--- config.mk ---
export PLATFORM = sky130hd
export DESIGN_NAME = piso_shifter
export DESIGN_NICKNAME = d
export VERILOG_FILES = /design/src/rtl/piso_pkg.sv /design/src/rtl/piso_hold_reg.sv /design/src/rtl/piso_shifter.sv
export SDC_FILE = /design/constraint.sdc
export NUM_CORES = 1
export LEC_CHECK = 0
export CAP_MARGIN = 30
export CORE_AREA = 4 4 55 57
export DETAILED_ROUTE_END_ITERATION = 8
export DIE_AREA = 0 0 59 61
export PLACE_DENSITY_LB_ADDON = 0.15
export SLEW_MARGIN = 10
export SYNTH_ARGS = -nofsm -noshare
export SYNTH_HDL_FRONTEND = slang
export SYNTH_SLANG_ARGS = --single-unit
export TNS_END_PERCENT = 5
--- constraint.sdc ---
create_clock -name clk -period 3.9 [get_ports clk]
set_clock_uncertainty 0.05 [all_clocks]
set_input_delay 0.78 -clock clk [delete_from_list [all_inputs] [get_ports clk]]
set_output_delay 0.78 -clock clk [all_outputs]
set_load 0.005 [all_outputs]
--- src/rtl/piso_pkg.sv ---
// Shared definitions for the parallel-in serial-out shifter.
package piso_pkg;

  typedef enum logic {
    S_IDLE  = 1'b0,
    S_SHIFT = 1'b1
  } state_t;

  // Bit-counter width for a given word width; never narrower than one bit.
  function automatic int CNT_W(input int width);
    return (width > 1) ? $clog2(width) : 1;
  endfunction

endpackage

--- src/rtl/piso_hold_reg.sv ---
// One-word holding register with a full flag, used to queue the next frame
// while the current one is still shifting out.
module piso_hold_reg
  import piso_pkg::*;
#(
  parameter int WIDTH = 8
) (
  input  logic             clk,
  input  logic             rst,
  input  logic             load,
  input  logic [WIDTH-1:0] load_data,
  input  logic             take,
  output logic [WIDTH-1:0] data,
  output logic             full
);

  // Capture a word on load, release it on take; load and take never coincide.
  always_ff @(posedge clk or negedge rst) begin
    if (!rst) begin
      full <= 1'b0;
      data <= '0;
    end else if (load) begin
      full <= 1'b1;
      data <= load_data;
    end else if (take) begin
      full <= 1'b0;
    end
  end

endmodule

--- src/rtl/piso_shifter.sv ---
// Parallel-in serial-out shifter with ready/valid load, selectable bit order,
// external bit-rate tick and an optional holding register for gap-free frames.
//
//   state   | meaning
//   --------+------------------------------------------------------------
//   S_IDLE  | no frame; ser_out at IDLE_LEVEL, a load starts a frame
//   S_SHIFT | frame on the line; each shift_en tick consumes one bit
module piso_shifter
  import piso_pkg::*;
#(
  parameter int   WIDTH      = 8,
  parameter bit   MSB_FIRST  = 1'b1,
  parameter logic IDLE_LEVEL = 1'b0,
  parameter bit   BUFFERED   = 1'b1
) (
  input  logic             clk,
  input  logic             rst,
  input  logic             load_valid,
  output logic             load_ready,
  input  logic [WIDTH-1:0] load_data,
  input  logic             shift_en,
  output logic             ser_out,
  output logic             ser_valid,
  output logic             busy,
  output logic             frame_done
);

  localparam int CW = CNT_W(WIDTH);
  localparam logic [CW-1:0] CNT_MAX = CW'(WIDTH - 1);

  state_t           state_q, state_d;
  logic [CW-1:0]    cnt_q, cnt_d;
  logic [WIDTH-1:0] sreg_q, sreg_d;
  logic [WIDTH-1:0] shifted;
  logic             ser_d;
  logic             last_tick;
  logic             accept;
  logic             hold_full;
  logic [WIDTH-1:0] hold_data;
  logic             hold_load;
  logic             hold_take;

  assign last_tick = (state_q == S_SHIFT) && shift_en && (cnt_q == '0);

  // Without a buffer the port only opens when the shift register is free
  // or is being vacated on this very edge.
  assign load_ready = BUFFERED ? ~hold_full : ((state_q == S_IDLE) || last_tick);
  assign accept     = load_valid && load_ready;

  assign busy      = (state_q == S_SHIFT);
  assign ser_valid = (state_q == S_SHIFT);

  generate
    if (BUFFERED) begin : g_hold
      piso_hold_reg #(.WIDTH(WIDTH)) u_hold (
        .clk       (clk),
        .rst       (rst),
        .load      (hold_load),
        .load_data (load_data),
        .take      (hold_take),
        .data      (hold_data),
        .full      (hold_full)
      );
    end else begin : g_nohold
      assign hold_full = 1'b0;
      assign hold_data = '0;
      logic unused_hold;
      assign unused_hold = hold_load ^ hold_take;
    end
  endgenerate

  // Next-state, counter, shift-register and holding-register control.
  always_comb begin
    state_d   = state_q;
    cnt_d     = cnt_q;
    sreg_d    = sreg_q;
    hold_load = 1'b0;
    hold_take = 1'b0;
    if (MSB_FIRST) shifted = {sreg_q[WIDTH-2:0], 1'b0};
    else           shifted = {1'b0, sreg_q[WIDTH-1:1]};

    case (state_q)
      S_IDLE: begin
        if (accept) begin
          sreg_d  = load_data;
          cnt_d   = CNT_MAX;
          state_d = S_SHIFT;
        end
      end
      S_SHIFT: begin
        if (shift_en) begin
          if (cnt_q != '0) begin
            sreg_d = shifted;
            cnt_d  = cnt_q - CW'(1);
          end else if (hold_full) begin
            sreg_d    = hold_data;
            cnt_d     = CNT_MAX;
            hold_take = 1'b1;
          end else if (accept) begin
            sreg_d = load_data;
            cnt_d  = CNT_MAX;
          end else begin
            state_d = S_IDLE;
          end
        end
        // A word accepted mid-frame is parked unless it went straight in.
        hold_load = accept && !(last_tick && !hold_full);
      end
      default: state_d = S_IDLE;
    endcase

    if (state_d == S_SHIFT) ser_d = MSB_FIRST ? sreg_d[WIDTH-1] : sreg_d[0];
    else                    ser_d = IDLE_LEVEL;
  end

  // State, counter, shift register and registered serial outputs.
  always_ff @(posedge clk or negedge rst) begin
    if (!rst) begin
      state_q    <= S_IDLE;
      cnt_q      <= '0;
      sreg_q     <= '0;
      ser_out    <= IDLE_LEVEL;
      frame_done <= 1'b0;
    end else begin
      state_q    <= state_d;
      cnt_q      <= cnt_d;
      sreg_q     <= sreg_d;
      ser_out    <= ser_d;
      frame_done <= last_tick;
    end
  end

endmodule

* Word-level counts from Yosys, hierarchy flattened
Index checks and enable logic that the tools add are counted.
** Storage, ports and cells
- Output and inout bits :: 5
- Logic and storage cells :: 45
- Input bits :: 12
- Flip-flop bits (word level) :: 23
** Cells by class
- Reductions and logical operators :: 10
- Bitwise operators :: 2
- Eq/ne operators :: 1
- Add/sub/neg operators :: 1
- Mux-type cells :: 23
** Operator list (number)
- 8-bit 2-to-1 mux :: 4
- 8-bit one-hot mux with 2 select lines :: 1
- 1-bit 2-to-1 mux :: 12
- 3-bit 2-to-1 mux :: 4
- 3-bit one-hot mux with 2 select lines :: 1
- 1-bit logical AND :: 5
- 3-bit zero test :: 1
- 3-bit nonzero test :: 1
- 3-bit by 1-bit subtractor with 3-bit output, second input constant :: 1
- 1-bit zero test :: 2
- 2-bit != test, second input constant :: 1
- 1-bit NOT :: 2
- 1-bit one-hot mux with 2 select lines :: 1
- 2-bit nonzero test :: 1

* Longest topological paths before layout
- Word-level depth :: 8
- Gate-level depth with buffers :: 6
- Gate-level depth less buffers :: 5

* Cells and area by module
A second synthesis with hierarchy kept.
** Unflattened totals
- Cell total of the unflattened synthesis :: 119
- Area, all modules :: 1258.7 um^2
** Modules (own cells, without submodules)
- piso_shifter :: instances 1, cells each 99, sequential area each 350.3 um^2, area an instance 889.6 um^2
- piso_hold_reg :: instances 1, cells each 20, sequential area each 225.2 um^2, area an instance 369.1 um^2

* Least setup slack after synthesis
Ideal clock, no wire load.
- Path kind :: input to register
- Start point :: input port load_valid
- End point :: register g_hold.u_hold.data[0]
- Library setup time :: 0.125 ns
- Data required time :: 3.725 ns
- Arrival time :: 1.755 ns
- Path slack :: 1.970 ns
- Path buffers :: 3
- Stages on the path :: 6
- Cells stage by stage :: buf_6 nand2b_4 buf_6 a211o_1 buf_6 mux2_4
** Between the ends
- Word-level cells in the longest chain between the ends :: 3
** Ends and longest elaborated chain
- start, declared :: line piso_shifter.sv:18 : input logic load_valid,
- 1-bit logical AND :: line piso_shifter.sv:48 : assign accept = load_valid && load_ready;
- 1-bit logical AND :: line piso_shifter.sv:107 : hold_load = accept && !(last_tick && !hold_full);
- 1-bit 2-to-1 mux :: line piso_shifter.sv:82 : case (state_q)
- end signal, assigned :: line piso_hold_reg.sv:24 : data <= load_data;
- end, declared :: line piso_hold_reg.sv:13 : output logic [WIDTH-1:0] data,
No other way between the ends.
A chain may end at the register's enable or synchronous reset.

* Worst setup path in the final report
Ends and elaborated chain as after synthesis.

==> results.txt <==
Outcome -> complete, no violations
Pwr/cell area -> 580 nW/um^2
Net Switching -> 328 uW
Drt initial violations -> 30
WHS -> 0.470 ns
Number of diodes -> 0
Count of final setup violators -> 0
H-tree depth -> 1
# Post-CTS Setup Buffers -> 0
Final core area utilization -> 65.1%
IO Port Bufs -> 16
Power consumption -> 935 uW
Antenna-violating nets left -> 0
Top-count cell post-synth -> dfrtp_1
Synth top area share -> 39.4%
CTS tree -> yes
CP required -> 4.05 ns
Sequential power share -> 48.0%
Critical setup path kind -> in2reg
Vias -> 1094
Worst-path cell chain -> clkdlybuf4s50_1, nand2b_4, a211o_1, mux2_4
Register bit count reported by yosys -> 23
Reg2reg setup slack -> 1.66 ns
Final Slew Violations -> 0
Global-route wire length before repair -> 5040 um
Share of post-route cells with drive strength above 1 -> 16.4%
Hold Path Depth -> 1
Largest stage delay, worst path -> 0.93 ns
Top cells by area, synth -> dfrtp_1, mux2_4, mux2_2
Final hold vios -> 0
Relative max-transition margin -> 52.5%
Buf/Inv on CP -> 1
Max cap viols -> 0
Setup TNS -> 0 ns
Area leader, netlist -> dfrtp_1
Routability cong. -> 0.762
CTS clk-pin slew, worst paths -> 0.13 ns
Post-CTS sizing -> 0
Total core area -> 2480 sq um
Width of the die -> 59 um
Final net count -> 155
Comb pwr share -> 40.2%
Yosys warning count -> 0
Synth-to-Final Area Change -> 10.4%
DIE AREA -> 3600 sq um
Most common library cells after synthesis -> dfrtp_1, mux2_4, clkbuf_1, mux2_2
Post-Syn Nets -> 148
Worst min path class -> reg2reg
CTS Sinks -> 23
Startpoint types -> input pin
Final Critical Period -> 2.61 ns
I/O pin count -> 17
Fmax -> 0.384 GHz
Power Internal -> 607 uW
Crit-path max FO -> 18
Placement Rows -> 18
Post-Route WL -> 2980 um
Starting density of the core -> 58.9%
Routed length per instance -> 17.5 um
Mean post-synth cell area -> 10.9 sq um
Switching share of power -> 35.0%
Pin count of the biggest net entering global routing -> 24
Mapped Cells -> 134
Worst-margin pin slew -> 0.710 ns
Grt total ovfl -> 0
Hold path endpoint -> g_hold.u_hold.data[2]
Vias per inst -> 6.44
Post-route DRC -> 0
Slowest-stage cell, CP -> clkdlybuf4s50_1
Critical Path Sink Type -> flip-flop
Main synth FF type -> dfrtp_1
Cts hold-fix bufs -> 0
WP data arrival -> 2.76 ns
VDD IR max -> 0.000398 V
Chip height -> 61 um
Clk network pwr share -> 11.8%
CTS max path bufs -> 2
R2R depth -> 5
Post-Syn Area -> 1460 sq um
Post-synth EDFFs -> 0
Worst hold start -> g_hold.u_hold.data[2]
RSZ-0062 raised after global routing -> false
Leak pwr -> 0.719 nW
Clk Latency, worst-skew pair -> 0.31 ns
Initial antenna violation count -> 0
Share of flip-flops with an asynchronous set or reset -> 100%
Hpwl dp -> 2120 um
Tcrit/Tclk final -> 66.8%
Synth cell types -> 41
R2R Path End -> g_hold.u_hold.data[0]
Reg2reg start -> cnt_q[0]
Drt first pass iters -> 4
CTS Buf Count -> 3
CTS root buffer -> clkbuf_4
Sequential area share after synthesis -> 39.4%
Vias in the first global route -> 1076
Kind of cell adding the most delay to the critical path -> buffers and inverters
Overall routing resource usage -> 18.4%
-- how the worst max path moves through the flow --
stage	startpoint	to	cells past startpoint
after floorplan	load_valid	g_hold.u_hold.data[0]	6
after global placement	load_valid	g_hold.u_hold.data[0]	4
after detailed placement	load_valid	g_hold.u_hold.data[0]	4
after CTS	load_valid	g_hold.u_hold.data[0]	4
after global routing	load_valid	g_hold.u_hold.data[0]	4
final	load_valid	g_hold.u_hold.data[0]	4
-- cells in the final DEF, fill, tap and decap left out, drive strengths merged, types with 3 or more instances in the layout --
master	n
dfrtp	23
clkdlybuf4s50	16
mux2	15
a21oi	6
and4b	6
a221oi	6
o21ai	6
inv	5
nand2	4
nor2	4
and3b	4
nor4bb	4
a311oi	4
nor3b	4
clkbuf	4
o211ai	3
nand2b	3
-- stage by stage --
step | worst slack, ns | cells | instance area (sq um)
after detailed placement | 1.00 | 166 | 1590
after floorplan | 1.97 | 134 | 1460
after global routing | 1.25 | 170 | 1610
after global placement | 1.05 | 165 | 1570
final | 1.29 | 170 | 1610
after CTS | 1.32 | 170 | 1610
-- per-layer routing --
layer	wire length [um]	vias up	GRT usage, %
li1	-	525	-
met1	1390	542	24.1
met2	1440	23	31.1
met3	129	4	2.77
met4	25	0	6.47
met5	0	-	0
-- cell type report --
cell class / count / area [sq um]
fillers: 210 / 866
multi-input cells: 91 / 778
flip-flops and latches: 23 / 576
repair buffers: 17 / 175
well taps: 30 / 37.5
clock buffers: 4 / 26.3
inverters: 5 / 18.8
-- power groups by stage --
| stage | clock, mW | combinational [mW] | sequential [mW] |
|---|---|---|---|
| 2_1_floorplan | 0 | 0.332 | 0.395 |
| 3_3_place_gp | 0 | 0.362 | 0.448 |
| 5_1_grt | 0.125 | 0.418 | 0.468 |
| 6_report | 0.110 | 0.376 | 0.449 |
| 4_1_cts | 0.114 | 0.380 | 0.448 |
| 3_5_place_dp | 0 | 0.377 | 0.455 |
-- state kept, by name, summed over array words and instances, names as in the netlist --
name	cells
g_hold.u_hold.full	1
ser_out	1
frame_done	1
sreg_q	8
cnt_q	3
g_hold.u_hold.data	8
busy	1
-- worst register-to-register path, stage by stage, from the launching register on --
cell and delay (ns):
dfrtp_1 0.40, inv_1 0.08, ha_1 0.41, nor2b_1 0.36
a211o_1 0.49, mux2_4 0.34
-- cells by family after synthesis --
family          count (synthesis)  synth area share [%]
compound gates                 35                  17.1
fa+ha+maj                       2                  1.71
buf+inv                        20                  7.28
flops                          23                  39.4
mux                            15                  13.6
simple gates                   39                  20.9
(Power assumes the default switching activity.)
